$ cat src/rtl/serial_subtractor.sv
// Bit-serial subtractor: diff = a - b - bin, LSB first, one bit per clock.
// One full-subtractor cell plus a borrow flop; parallel load and parallel result.
module serial_subtractor #(
  parameter int unsigned WIDTH = 8,
  parameter int unsigned CW    = $clog2(WIDTH)
) (
  input  logic             clk,
  input  logic             rst,
  input  logic             start,
  input  logic [WIDTH-1:0] a,
  input  logic [WIDTH-1:0] b,
  input  logic             bin,
  output logic             ready,
  output logic [WIDTH-1:0] diff,
  output logic             bout,
  output logic             done
);

  typedef enum logic [1:0] {StIdle, StShift, StDone} state_e;

  state_e           state_q, state_d;
  logic [CW-1:0]    cnt_q;
  logic [WIDTH-1:0] a_q, b_q;
  logic [WIDTH-2:0] sh_q;
  logic             br_q;
  logic [WIDTH-1:0] diff_q;
  logic             bout_q;

  logic             bit_d;
  logic             br_d;
  logic [WIDTH-1:0] shifted;
  logic             last;

  // Full-subtractor cell; sh_q holds the WIDTH-1 result bits produced so far.
  always_comb begin
    bit_d   = a_q[0] ^ b_q[0] ^ br_q;
    br_d    = (~a_q[0] & b_q[0]) | (~(a_q[0] ^ b_q[0]) & br_q);
    shifted = {bit_d, sh_q};
    last    = (cnt_q == CW'(WIDTH - 1));
  end

  always_ff @(posedge clk or posedge rst) begin
    if (rst) begin
      state_q <= StIdle;
    end else begin
      state_q <= state_d;
    end
  end

  always_comb begin
    state_d = state_q;
    unique case (state_q)
      StIdle:  if (start) state_d = StShift;
      StShift: if (last) state_d = StDone;
      StDone:  state_d = StIdle;
      default: state_d = StIdle;
    endcase
  end

  always_comb begin
    ready = (state_q == StIdle);
    done  = (state_q == StDone);
  end

  always_ff @(posedge clk or posedge rst) begin
    if (rst) begin
      cnt_q  <= '0;
      a_q    <= '0;
      b_q    <= '0;
      sh_q   <= '0;
      br_q   <= 1'b0;
      diff_q <= '0;
      bout_q <= 1'b0;
    end else begin
      unique case (state_q)
        StIdle: begin
          if (start) begin
            a_q   <= a;
            b_q   <= b;
            br_q  <= bin;
            cnt_q <= '0;
          end
        end
        StShift: begin
          br_q  <= br_d;
          sh_q  <= shifted[WIDTH-1:1];
          a_q   <= a_q >> 1;
          b_q   <= b_q >> 1;
          cnt_q <= cnt_q + CW'(1);
          // Result registers move only on the final bit so they stay stable across later ops.
          if (last) begin
            diff_q <= shifted;
            bout_q <= br_d;
          end
        end
        default: ;
      endcase
    end
  end

  assign diff = diff_q;
  assign bout = bout_q;

endmodule

$ cat config.mk
export PLATFORM = sky130hd
export DESIGN_NAME = serial_subtractor
export DESIGN_NICKNAME = d
export VERILOG_FILES = /design/src/rtl/serial_subtractor.sv
export SDC_FILE = /design/constraint.sdc
export NUM_CORES = 1
export LEC_CHECK = 0
export BUFFER_PORTS_ARGS = -buffer_cell sky130_fd_sc_hd__buf_2
export CAP_MARGIN = 20
export CORE_ASPECT_RATIO = 0.8
export CORE_MARGIN = 5
export CORE_UTILIZATION = 35
export DETAILED_ROUTE_END_ITERATION = 12
export PLACE_DENSITY = 0.63
export SYNTH_ARGS = -nofsm -noshare
export SYNTH_HDL_FRONTEND = slang
export SYNTH_SLANG_ARGS = --single-unit
$ cat constraint.sdc
create_clock -name clk -period 1.7 [get_ports clk]
set_input_delay 0.34 -clock clk [delete_from_list [all_inputs] [get_ports clk]]
set_output_delay 0.34 -clock clk [all_outputs]
set_load 0.02 [all_outputs]
==> Word-level counts from Yosys, hierarchy flattened <==
Cells that the tools add are included.
{ "op_classes": {"n_addsub": 1, "multipliers": 0, "div_mod_pow": 0, "magnitude_cmp": 0, "n_eq_ne": 5, "shifts": 0, "mux": 11, "n_bitwise": 7, "n_reduce_logical": 5} }
{ "ops": {"columns": ["operator", "n"], "rows": [
  ["$pmux W8 S2", 2],
  ["$mux W8", 2],
  ["$pmux W3 S2", 1],
  ["$reduce_and A2 Y1", 3],
  ["$mux W2", 2],
  ["$ne A2 B2 Y1 const B", 2],
  ["$pmux W2 S2", 1],
  ["$add A3 B1 Y3 const B", 1],
  ["$eq A3 B3 Y1 const B", 1],
  ["$mux W3", 1],
  ["$and A1 B1 Y1", 2],
  ["$eq A2 B1 Y1 const B", 1],
  ["$eq A2 B2 Y1 const B", 1],
  ["$logic_not A2 Y1", 1],
  ["$not A1 Y1", 2],
  ["$pmux W1 S2", 1],
  ["$reduce_bool A2 Y1", 1],
  ["$xor A1 B1 Y1", 2],
  ["$mux W1", 1],
  ["$or A1 B1 Y1", 1]
]} }
{ "totals": {"register_bits": 38, "latch_bits": 0, "ram_bits": 0, "mem_bits_ro": 0, "inputBits": 20, "out_inout_bits": 11, "elab_cells": 37, "n_memories": 0} }

==> Depth between registers and ports, before layout <==
Gate-level depths: netlist of the first run.
{ "depth": {"word_depth": 5, "mapped_depth": 5, "ltp_nobuf": 4} }

==> Worst setup path before layout of the first run <==
OpenSTA, ideal clock, no wires.
{ "synth_timing": {"path_kind": "reg2reg", "startpoint": "reg cnt_q[0]", "endpoint": "reg diff_q[0] (netlist: diff[0])", "setup_time_ns": 0.125, "arrival_ns": 1.290, "t_required_ns": 1.575, "path_slack_ns": 0.285, "stages_incl_launch_ff": 6, "n_path_buf": 1, "period_less_slack_ns": 1.415, "cell_sequence": "dfrtp_1 > ha_1 > ha_1 > nand3b_4 > buf_6 > mux2_4"} }
{ "synth_via": {"elab_chain_len": 2} }
{ "synth_rtl": {"columns": ["element", "line_no", "text"], "rows": [
  ["start, declared", "22", "logic [CW-1:0] cnt_q;"],
  ["start signal, assigned", "89", "cnt_q <= cnt_q + CW'(1);"],
  ["$eq A3 B3 Y1", "39", "last = (cnt_q == CW'(WIDTH - 1));"],
  ["$reduce_and A2 Y1 (no line)", null, null],
  ["end signal, assigned", "92", "diff_q <= shifted;"],
  ["end, declared", "26", "logic [WIDTH-1:0] diff_q;"]
]} }
No other way between the ends.
A chain may end at the register's enable or synchronous reset.

==> Worst setup path after layout of the first run <==
{ "layout_timing": {"startpoint": "reg state_q[0]", "endpoint": "out done"} }
{ "layout_via": {"elab_chain_len": 1} }
{ "layout_rtl": {"columns": ["element", "line_no", "text"], "rows": [
  ["start, declared", "21", "state_e state_q, state_d;"],
  ["start signal, assigned", "44", "state_q <= StIdle;"],
  ["start signal, assigned", "46", "state_q <= state_d;"],
  ["$eq A2 B2 Y1", "62", "done = (state_q == StDone);"],
  ["end, declared", "16", "output logic done"]
]} }
No other way between the ends.

==> out/metrics.yaml, run 1 <==
drc: 0
start_util_pct: 36.6
cts_resized: 0
tns_ns: 0
synth_edf_count: 0
hp-class: "in2async"
r2r-end: "diff[5]"
cts_setup_buffers: 0
cp.arrival_ns: 1.25
p_int_w: 0.00267
p_clk_share_pct: 18.8
die_w_um: 91.6
wl_per_cell_um: 14.1
ctsHoldBuffers: 0
cts_buffers: 5
rrSetupSlack_ns: 0.28
finalWorstSetupSlack_ns: 0.110
crit_path_end_kind: "output port"
grt_max_degree: 39
syn-cell-area_um2: 1870
worstSetupEndpoint: "done"
clk_latency_ns: 0.29
syn2layout_area_growth_pct: 16.8
fin_crit_ns: 1.59
netSwitchingFraction_pct: 34.9
grt.overflow.total: 0
drt_iter0_markers: 35
avgSynthCellArea_um2: 13.0
synth_flop_cell: "dfrtp_1"
port_buffers: 30
crit_fanout: 17
diodes: 0
synth_nets: 166
cts_sinks: 38
preCtsSetupSlack_ns: 0.272
final-seq-area_um2: 952
dp_hpwl_um: 2300
nets: 200
fp.dieH_um: 75.3
finalWeightedCongestion: 0.670
antenna_found_initial: 0
num_rows: 23
async_reset_ff_share_pct: 100
hold_slack_ns: 0.147
crit_required_ns: 1.36
io_pins: 31
drive_above_1_share_pct: 39.9
synth_mux_area_share_pct: 11.8
skew_ns: 0.00829
vdd_drop_max_v: 0.000394
num-fill-cells: 488
p_leak_nw: 1.04
cts_tree: "yes"
die-area_um2: 6900
yosys.area.top_type: "dfrtp_1"
combPwrFrac_pct: 42.1
yosysSeqAreaShare_pct: 51.0
grt_pass1_wl_um: 5690
grt_util_all_layers_pct: 10.5
p_seq_share_pct: 39.2
status: "complete, no violations"
ys_warn_count: 0
maxCapViolations: 0
synth_most_common_cell: "dfrtp_1"
synth_cell_type_count: 25
synth-seq-cells: 38
synthSimpleGateAreaFrac_pct: 14.9
criticalPathCategory: "reg2out"
crit_path_start: "state_q[0]"
ys_top_cells_by_area: "dfrtp_1, mux2_4, nor3b_1, mux2_2, nor4b_1"
tightest_slew_ns: 0.562
synthTopCellsByCount: "dfrtp_1, inv_1, nor3b_1"
ant_nets: 0
startpoint_type: "flop"
firstDrtPassIters: 4
timing.slew.headroom_pct: 62.4
stdcell_area_um2: 2180
synth-adder-area-share_pct: 2.41
synth_top_area_share_pct: 51.0
r2r-start: "cnt_q[0]"
vias_per_cell: 4.88
routed_wl_um: 3380
synth_top_family_by_area: "simple AND/OR/NAND/NOR gates"
syn_inst: 143
clockBufferDepth: 2
grt_pass1_vias: 1214
clkTransAtPathRegs_ns: 0.08
max_freq_mhz: 629
num_vias: 1172
rsz0062_at_grt: "no"
reg2regPathDepth: 4
synth-xor-area-share_pct: 0
core_area_um2: 5090
synth-compound-area-share_pct: 11.5
placed_area_um2: 2060
finalCritPeriodShare_pct: 93.5
hold_viol_final: 0
setup_viol: 0
maxSlewViolCount: 0
p_switching_w: 0.00143
p_per_area_nw_per_um2: 1880
multiInputGateArea_um2: 757
cts_max_level: 2
cts-root-buf: "clkbuf_8"
==> cell type report <==
| class | count | share of cell area, % |
|---|---|---|
| clock buffer | 5 | 3.16 |
| clock inverter | 3 | 2.07 |
| inverter | 18 | 3.10 |
| multi-input combinational | 76 | 34.8 |
| sequential | 38 | 43.7 |
| tap | 62 | 3.56 |
| timing repair buffer | 38 | 9.65 |
==> power by group through the flow <==
stage	Sequential, W	Combinational (W)	Clock, W
floorplan	0.00169	0.00128	0
global placement	0.00162	0.00171	0
detailed placement	0.00162	0.00176	0
CTS	0.00161	0.00176	0.000790
global route	0.00167	0.00191	0.000827
finish	0.00161	0.00173	0.000770
==> critical path, cell delays in order, from the launching register on <==
cell	delay (ns)
dfrtp_2	0.48
buf_4	0.21
nor2b_1	0.10
buf_2	0.17
==> layout by cell type (no fill, tap or decap) <==
cell type   synthesis  layout
buf_4               2       8
dfrtp_2             0       1
nand3b_4            1       1
inv_1              18      18
a222oi_1            1       1
a22o_1              2       2
mux2_2              8       8
dfrtp_1            38      37
o21bai_4            1       1
nor3b_1            14      14
fa_1                1       1
bufinv_16           0       1
nand2b_1            2       2
a21oi_1             1       1
a32o_1              2       2
mux2_4              8       8
a221oi_2            5       5
clkinvlp_4          0       2
buf_2               2      30
nor4b_1             9       9
clkbuf_8            0       5
ha_1                2       2
nor2b_1             8       8
a211oi_1            9       9
mux2i_1             1       1
nor2_4              1       1
==> stage by stage <==
step	total power (W)	std cells	util (%)
floorplan	0.00297	143	-
global placement	0.00333	232	40.5
detailed placement	0.00338	232	40.5
CTS	0.00416	240	42.7
global route	0.00441	240	42.8
finish	0.00410	240	42.8
==> how the worst min path moves through the flow <==
| stage | start | endpoint | slack, ns | depth (start not counted) |
|---|---|---|---|---|
| floorplan | a_q[7] | a_q[7] | 0.47 | 1 |
| global placement | a_q[7] | a_q[7] | 0.48 | 1 |
| detailed placement | rst | cnt_q[1] | 0.48 | 3 |
| CTS | rst | a_q[7] | 0.16 | 3 |
| global route | rst | diff[2] | 0.20 | 3 |
| finish | rst | diff[2] | 0.15 | 3 |
==> routing by layer <==
layer | share of wire, % | track usage [%] | vias to the layer above
met4 | 1.4 | 5.02 | 0
met3 | 4.4 | 2.96 | 7
li1 | - | - | 578
met5 | 0 | 0 | -
met2 | 46 | 17.2 | 22
met1 | 49 | 13.2 | 565
==> sequential cells by signal (all words and copies together) (netlist names) <==
register / count
sh_q: 7
b_q: 8
state_q: 2
bout: 1
br_q: 1
a_q: 8
cnt_q: 3
diff: 8
==> cell families (layout without fill, tap and decap cells) <==
family | after synthesis | count (layout)
adders and majority gates | 3 | 3
DFF | 38 | 38
muxes | 17 | 17
buffers and inverters | 29 | 64
AOI/OAI and AO/OA | 21 | 21
and+or+nand+nor | 35 | 35
No activity file was read; power rests on OpenSTA's default activity.
==> run 2, diff against run 1 <==
- RECOVER_POWER: not set -> 100
==> run 2 against run 1 <==
Compared with the run above: setup slack improved by 0.0010 ns; worst hold slack improved by 0.16 ns; clock power barely moved; power fell by 5.4%; clock skew barely moved; non-clock buffer count did not move; critical path depth did not move; sequential power barely moved; cell count did not move; combinational power fell by 13%; critical path type unchanged; largest power group is now sequential cells.
==> out/metrics.yaml, run 2 (synthesis gave the netlist of run 1 again) <==
tightest_slew_ns: 0.928  # +0.366 ns
maxCapViolations: 0  # unchanged
crit_path_end_kind: "output port"
diodes: 0  # unchanged
path_cells: "buf_4 -> nor2b_1 -> buf_2"
routed_wl_um: 3400  # +0.38%
placed_cells: 232  # unchanged
final_common_cell: "dfrtp_1"
p_leak_nw: 0.946  # -8.7%
startpoint_type: "flop"
drive_above_1_share_pct: 26.4  # -13 points
fin_crit_ns: 1.59  # -0.00101 ns
fp.dieH_um: 75.3  # unchanged
drt_iter0_markers: 41  # +17%
grt_util_all_layers_pct: 10.5  # unchanged
cts_resized: 0  # unchanged
grt_pass1_wl_um: 5690  # unchanged
crit_family: "flip-flops"
crit_required_ns: 1.36  # about the same
drc: 0  # unchanged
finalCritPeriodShare_pct: 93.5  # about the same
setup_viol: 0  # unchanged
grt.overflow.total: 0  # unchanged
start_util_pct: 36.6  # unchanged
cpPeakStageDelay_ns: 0.48  # about the same
criticalPathCategory: "reg2out"
io_pins: 31  # unchanged
cts_max_level: 2  # unchanged
cts_tree: "yes"
syn2layout_area_growth_pct: 12.2
p_per_area_nw_per_um2: 1860  # -1.5%
final_cell_mix: "dfrtp_1, buf_2, inv_1"
grt_max_degree: 39  # unchanged
clk_latency_ns: 0.29  # about the same
die_w_um: 91.6  # unchanged
hold_viol_final: 0  # unchanged
crit_fanout: 17  # unchanged
rsz0062_at_grt: "no"
post-route-util_pct: 41.1  # -1.7 points
ctsHoldBuffers: 0  # unchanged
finalWeightedCongestion: 0.670  # unchanged
cp.arrival_ns: 1.25  # about the same
cts_sinks: 38  # unchanged
clockBufferDepth: 2  # unchanged
firstDrtPassIters: 4  # unchanged
wl_per_cell_um: 14.2  # +0.38%
clkTransAtPathRegs_ns: 0.08  # about the same
maxSlewViolCount: 0  # unchanged
dp_hpwl_um: 2300  # unchanged
num-fill-cells: 507  # +3.9%
grt_pass1_vias: 1214  # unchanged
multiInputGateArea_um2: 696  # -8.1%
p_total_w: 0.00388  # -5.4%
nets: 200  # unchanged
antenna_found_initial: 0  # unchanged
ant_nets: 0  # unchanged
cts_setup_buffers: 0  # unchanged
cts_buffers: 5  # unchanged
status: "complete, no violations"
tns_ns: 0  # unchanged
slowest_stage: "dfrtp_2"
skew_ns: 0.00837  # +0.0000815 ns
hold_slack_ns: 0.305  # +0.159 ns
port_buffers: 30  # unchanged
timing.slew.headroom_pct: 38.1  # -24 points
vdd_drop_max_v: 0.000382  # -2.9%
final_cells: 240  # unchanged
cts-root-buf: "clkbuf_8"
die-area_um2: 6900  # unchanged
crit_buf_inv: 2  # unchanged
hp-class: "in2async"
core_area_um2: 5090  # unchanged
final-seq-area_um2: 952  # unchanged
num_rows: 23  # unchanged
num_vias: 1168  # -0.34%
vias_per_cell: 4.87  # -0.34%
max_freq_mhz: 629  # about the same
[run 2: layout make-up]
type | count | area share, %
flip-flops and latches | 38 | 45.5
multi-input cells | 76 | 33.2
repair buffers | 38 | 8.91
well taps | 62 | 3.71
clock buffers | 5 | 3.29
inverters | 18 | 3.23
clock inverters | 3 | 2.15
[run 2: stage by stage]
stage	instance area, µm²	setup slack [ns]
after detailed placement	2060	0.272
after floorplan	1870	0.285
after global routing	2090	0.0530
after CTS	2180	0.0515
final	2090	0.111
after global placement	2060	0.295
[run 2: worst paths after layout]
path | start | endpoint | slack (ns) | cells after the start
worst min register to register | sh_q[0] | diff[0] | 0.48 | 1
worst min-delay path | rst | a_q[7] | 0.31 | 3
max in group asynchronous | rst | state_q[0] | 0.74 | 3
worst max register to register | state_q[0] | sh_q[0] | 0.22 | 3
worst max-delay path | state_q[0] | done | 0.11 | 3
min in group clk | b[7] | b_q[7] | 0.31 | 2
[run 2: power by group]
group / internal (W) / switching (W) / leakage [nW]
combinational: 0.000713 / 0.000801 / 0.449
sequential: 0.00135 / 0.000253 / 0.447
clock: 0.000436 / 0.000333 / 0.0504
[run 2: per-layer routing]
layer | routed length [µm] | GRT usage (%) | vias up
li1 | - | - | 579
met1 | 1650 | 13.2 | 560
met2 | 1540 | 17.2 | 22
met3 | 147 | 2.96 | 7
met4 | 57 | 5.02 | 0
met5 | 0 | 0 | -
[run 2: worst reg2reg max path, stage by stage, from the launching register on]
cell,delay [ns]
dfrtp_2,0.46
nor2b_1,0.18
clkbuf_1,0.33
mux2_2,0.38
==> run 3, diff against run 2 <==
- CTS_BUF_LIST: not set -> sky130_fd_sc_hd__clkbuf_8
- PLACE_DENSITY: 0.63 -> not set
- TNS_END_PERCENT: not set -> 50
==> run 3 against run 2 <==
Compared with the run above: critical path depth is the same; register-to-register slack better by 0.03 ns; wire length grew 4.6%; design area up 1.4%; via count grew 2.3%; die area did not move; non-clock buffer count increased by 1; count of clock-buffer cells in the layout unchanged; largest cell class unchanged; power is 3.8% higher; setup slack got worse by 0.016 ns; global-route usage grew 0.88 points.
==> out/metrics.yaml, run 3 (synthesis gave the netlist of run 1 again) <==
p_total_w: 0.00403  # +3.8%
p_per_area_nw_per_um2: 1900  # +2.3%
num_vias: 1195  # +2.3%
crit_path_start: "state_q[1]"
min-delay-start: "b[7]"
grt_util_all_layers_pct: 11.4  # +0.88 points
fin_crit_ns: 1.60  # +0.0158 ns
dp_hpwl_um: 2470  # +7.3%
final_cell_mix: "dfrtp_1, buf_2, inv_1"
cts_buffers: 5  # unchanged
r2r-start: "state_q[0]"
setup_viol: 0  # unchanged
ant_nets: 0  # unchanged
p_leak_nw: 0.969  # +2.4%
p_seq_share_pct: 39.4  # -1.8 points
io_pins: 31  # unchanged
vdd_drop_max_v: 0.000528  # +38%
netSwitchingFraction_pct: 34.5  # -1.2 points
cts_setup_buffers: 0  # unchanged
core_area_um2: 5090  # unchanged
wl_met2_um: 1760  # +15%
timing.slew.headroom_pct: 37.8  # -0.30 points
multiInputGateArea_um2: 696  # unchanged
criticalPathCategory: "reg2out"
clk_latency_ns: 0.29  # about the same
hp-class: "in2reg"
final_common_cell: "dfrtp_1"
firstDrtPassIters: 4  # unchanged
hold_viol_final: 0  # unchanged
die-area_um2: 6900  # unchanged
port_buffers: 30  # unchanged
wl_per_cell_um: 14.7  # +4.2%
antenna_found_initial: 0  # unchanged
max_freq_mhz: 623  # -0.98%
die_w_um: 91.6  # unchanged
maxCapViolations: 0  # unchanged
tns_ns: 0  # unchanged
dr_wl_met3_um: 187  # +27%
fp.dieH_um: 75.3  # unchanged
rsz0062_at_grt: "no"
diodes: 0  # unchanged
status: "complete, no violations"
combPwrFrac_pct: 37.9  # -1.1 points
clkTransAtPathRegs_ns: 0.08  # about the same
cts_max_level: 2  # unchanged
finalWeightedCongestion: 0.737  # +10%
drive_above_1_share_pct: 26.3  # -0.15 points
grt_max_degree: 39  # unchanged
drt_iter0_markers: 50  # +22%
cts-root-buf: "clkbuf_8"
routed_wl_um: 3550  # +4.6%
stdcell_area_um2: 2120  # +1.4%
grt.overflow.total: 0  # unchanged
nets: 201  # +0.50%
top_layer: "met4"
post-route-util_pct: 41.7  # +0.59 points
tightest_slew_ns: 0.932  # +0.00454 ns
crit_fanout: 13  # -4
start_util_pct: 36.6  # unchanged
cp.arrival_ns: 1.26  # about the same
p_int_w: 0.00264  # +5.8%
p_clk_share_pct: 22.7  # +2.9 points
drc: 0  # unchanged
placed_area_um2: 2070  # +0.36%
clockBufferDepth: 2  # unchanged
maxSlewViolCount: 0  # unchanged
skew_ns: 0.00460  # -0.00377 ns
num_rows: 23  # unchanged
finalCritPeriodShare_pct: 94.4  # +0.93 points
p_switching_w: 0.00139  # +0.23%
cts_resized: 0  # unchanged
cts_tree: "yes"
ctsHoldBuffers: 0  # unchanged
grt_pass1_vias: 1309  # +7.8%
crit_required_ns: 1.36  # about the same
syn2layout_area_growth_pct: 13.8
rrSetupSlack_ns: 0.25  # +0.03 ns
vias_per_cell: 4.96  # +1.9%
num-fill-cells: 499  # -1.6%
crit_path_end_kind: "output port"
grt_pass1_wl_um: 6110  # +7.3%
final-seq-area_um2: 951  # -0.13%
startpoint_type: "flop"
cts_sinks: 38  # unchanged
wl_met1_um: 1530  # -7.6%
## run 3: cell types whose count changed in the layout (fill, tap and decap cells not counted), sizes merged
cell	previous run	this run
clkinvlp	2	0
buf	24	25
bufinv	1	2
clkinv	0	1
## run 3: cell type report
cell class | count | share of cell area [%]
sequential | 38 | 44.8
inverter | 18 | 3.18
clock buffer | 5 | 3.24
clock inverter | 3 | 3.24
tap | 62 | 3.65
multi-input combinational | 76 | 32.8
timing repair buffer | 39 | 9.13
## run 3: critical path, stage by stage (launching register included)
cell and delay (ns):
dfrtp_1 0.41, buf_4 0.20, nor2_4 0.18, buf_2 0.19
## run 3: per-stage QoR
stage	setup WS [ns]	instances	hold WS (ns)
after floorplan	0.285	143	0.467
after global routing	0.0324	241	0.301
after detailed placement	0.265	233	0.487
final	0.0953	241	0.299
after CTS	0.0493	241	0.171
after global placement	0.299	233	0.476
## run 3: final timing paths
| check | end | cells past startpoint |
|---|---|---|
| worst min register to register | a_q[7] | 1 |
| worst max-delay path | ready | 3 |
| max in group asynchronous | a_q[5] | 3 |
| min in group asynchronous | cnt_q[1] | 3 |
| worst min-delay path | b_q[7] | 2 |
| worst max register to register | a_q[6] | 3 |
## run 3: routing by layer
metal | vias to the layer above | track usage (%)
met5 | - | 0
met4 | 0 | 5.52
met3 | 6 | 4.05
met2 | 21 | 19.4
met1 | 593 | 13.1
li1 | 575 | -
## run 3: power by group through the flow
stage	Combinational, W	Sequential [W]	Clock [W]
6_report	0.00153	0.00159	0.000914
5_1_grt	0.00172	0.00165	0.000977
4_1_cts	0.00178	0.00160	0.000938
3_5_place_dp	0.00178	0.00161	0
3_3_place_gp	0.00171	0.00158	0
2_1_floorplan	0.00128	0.00169	0
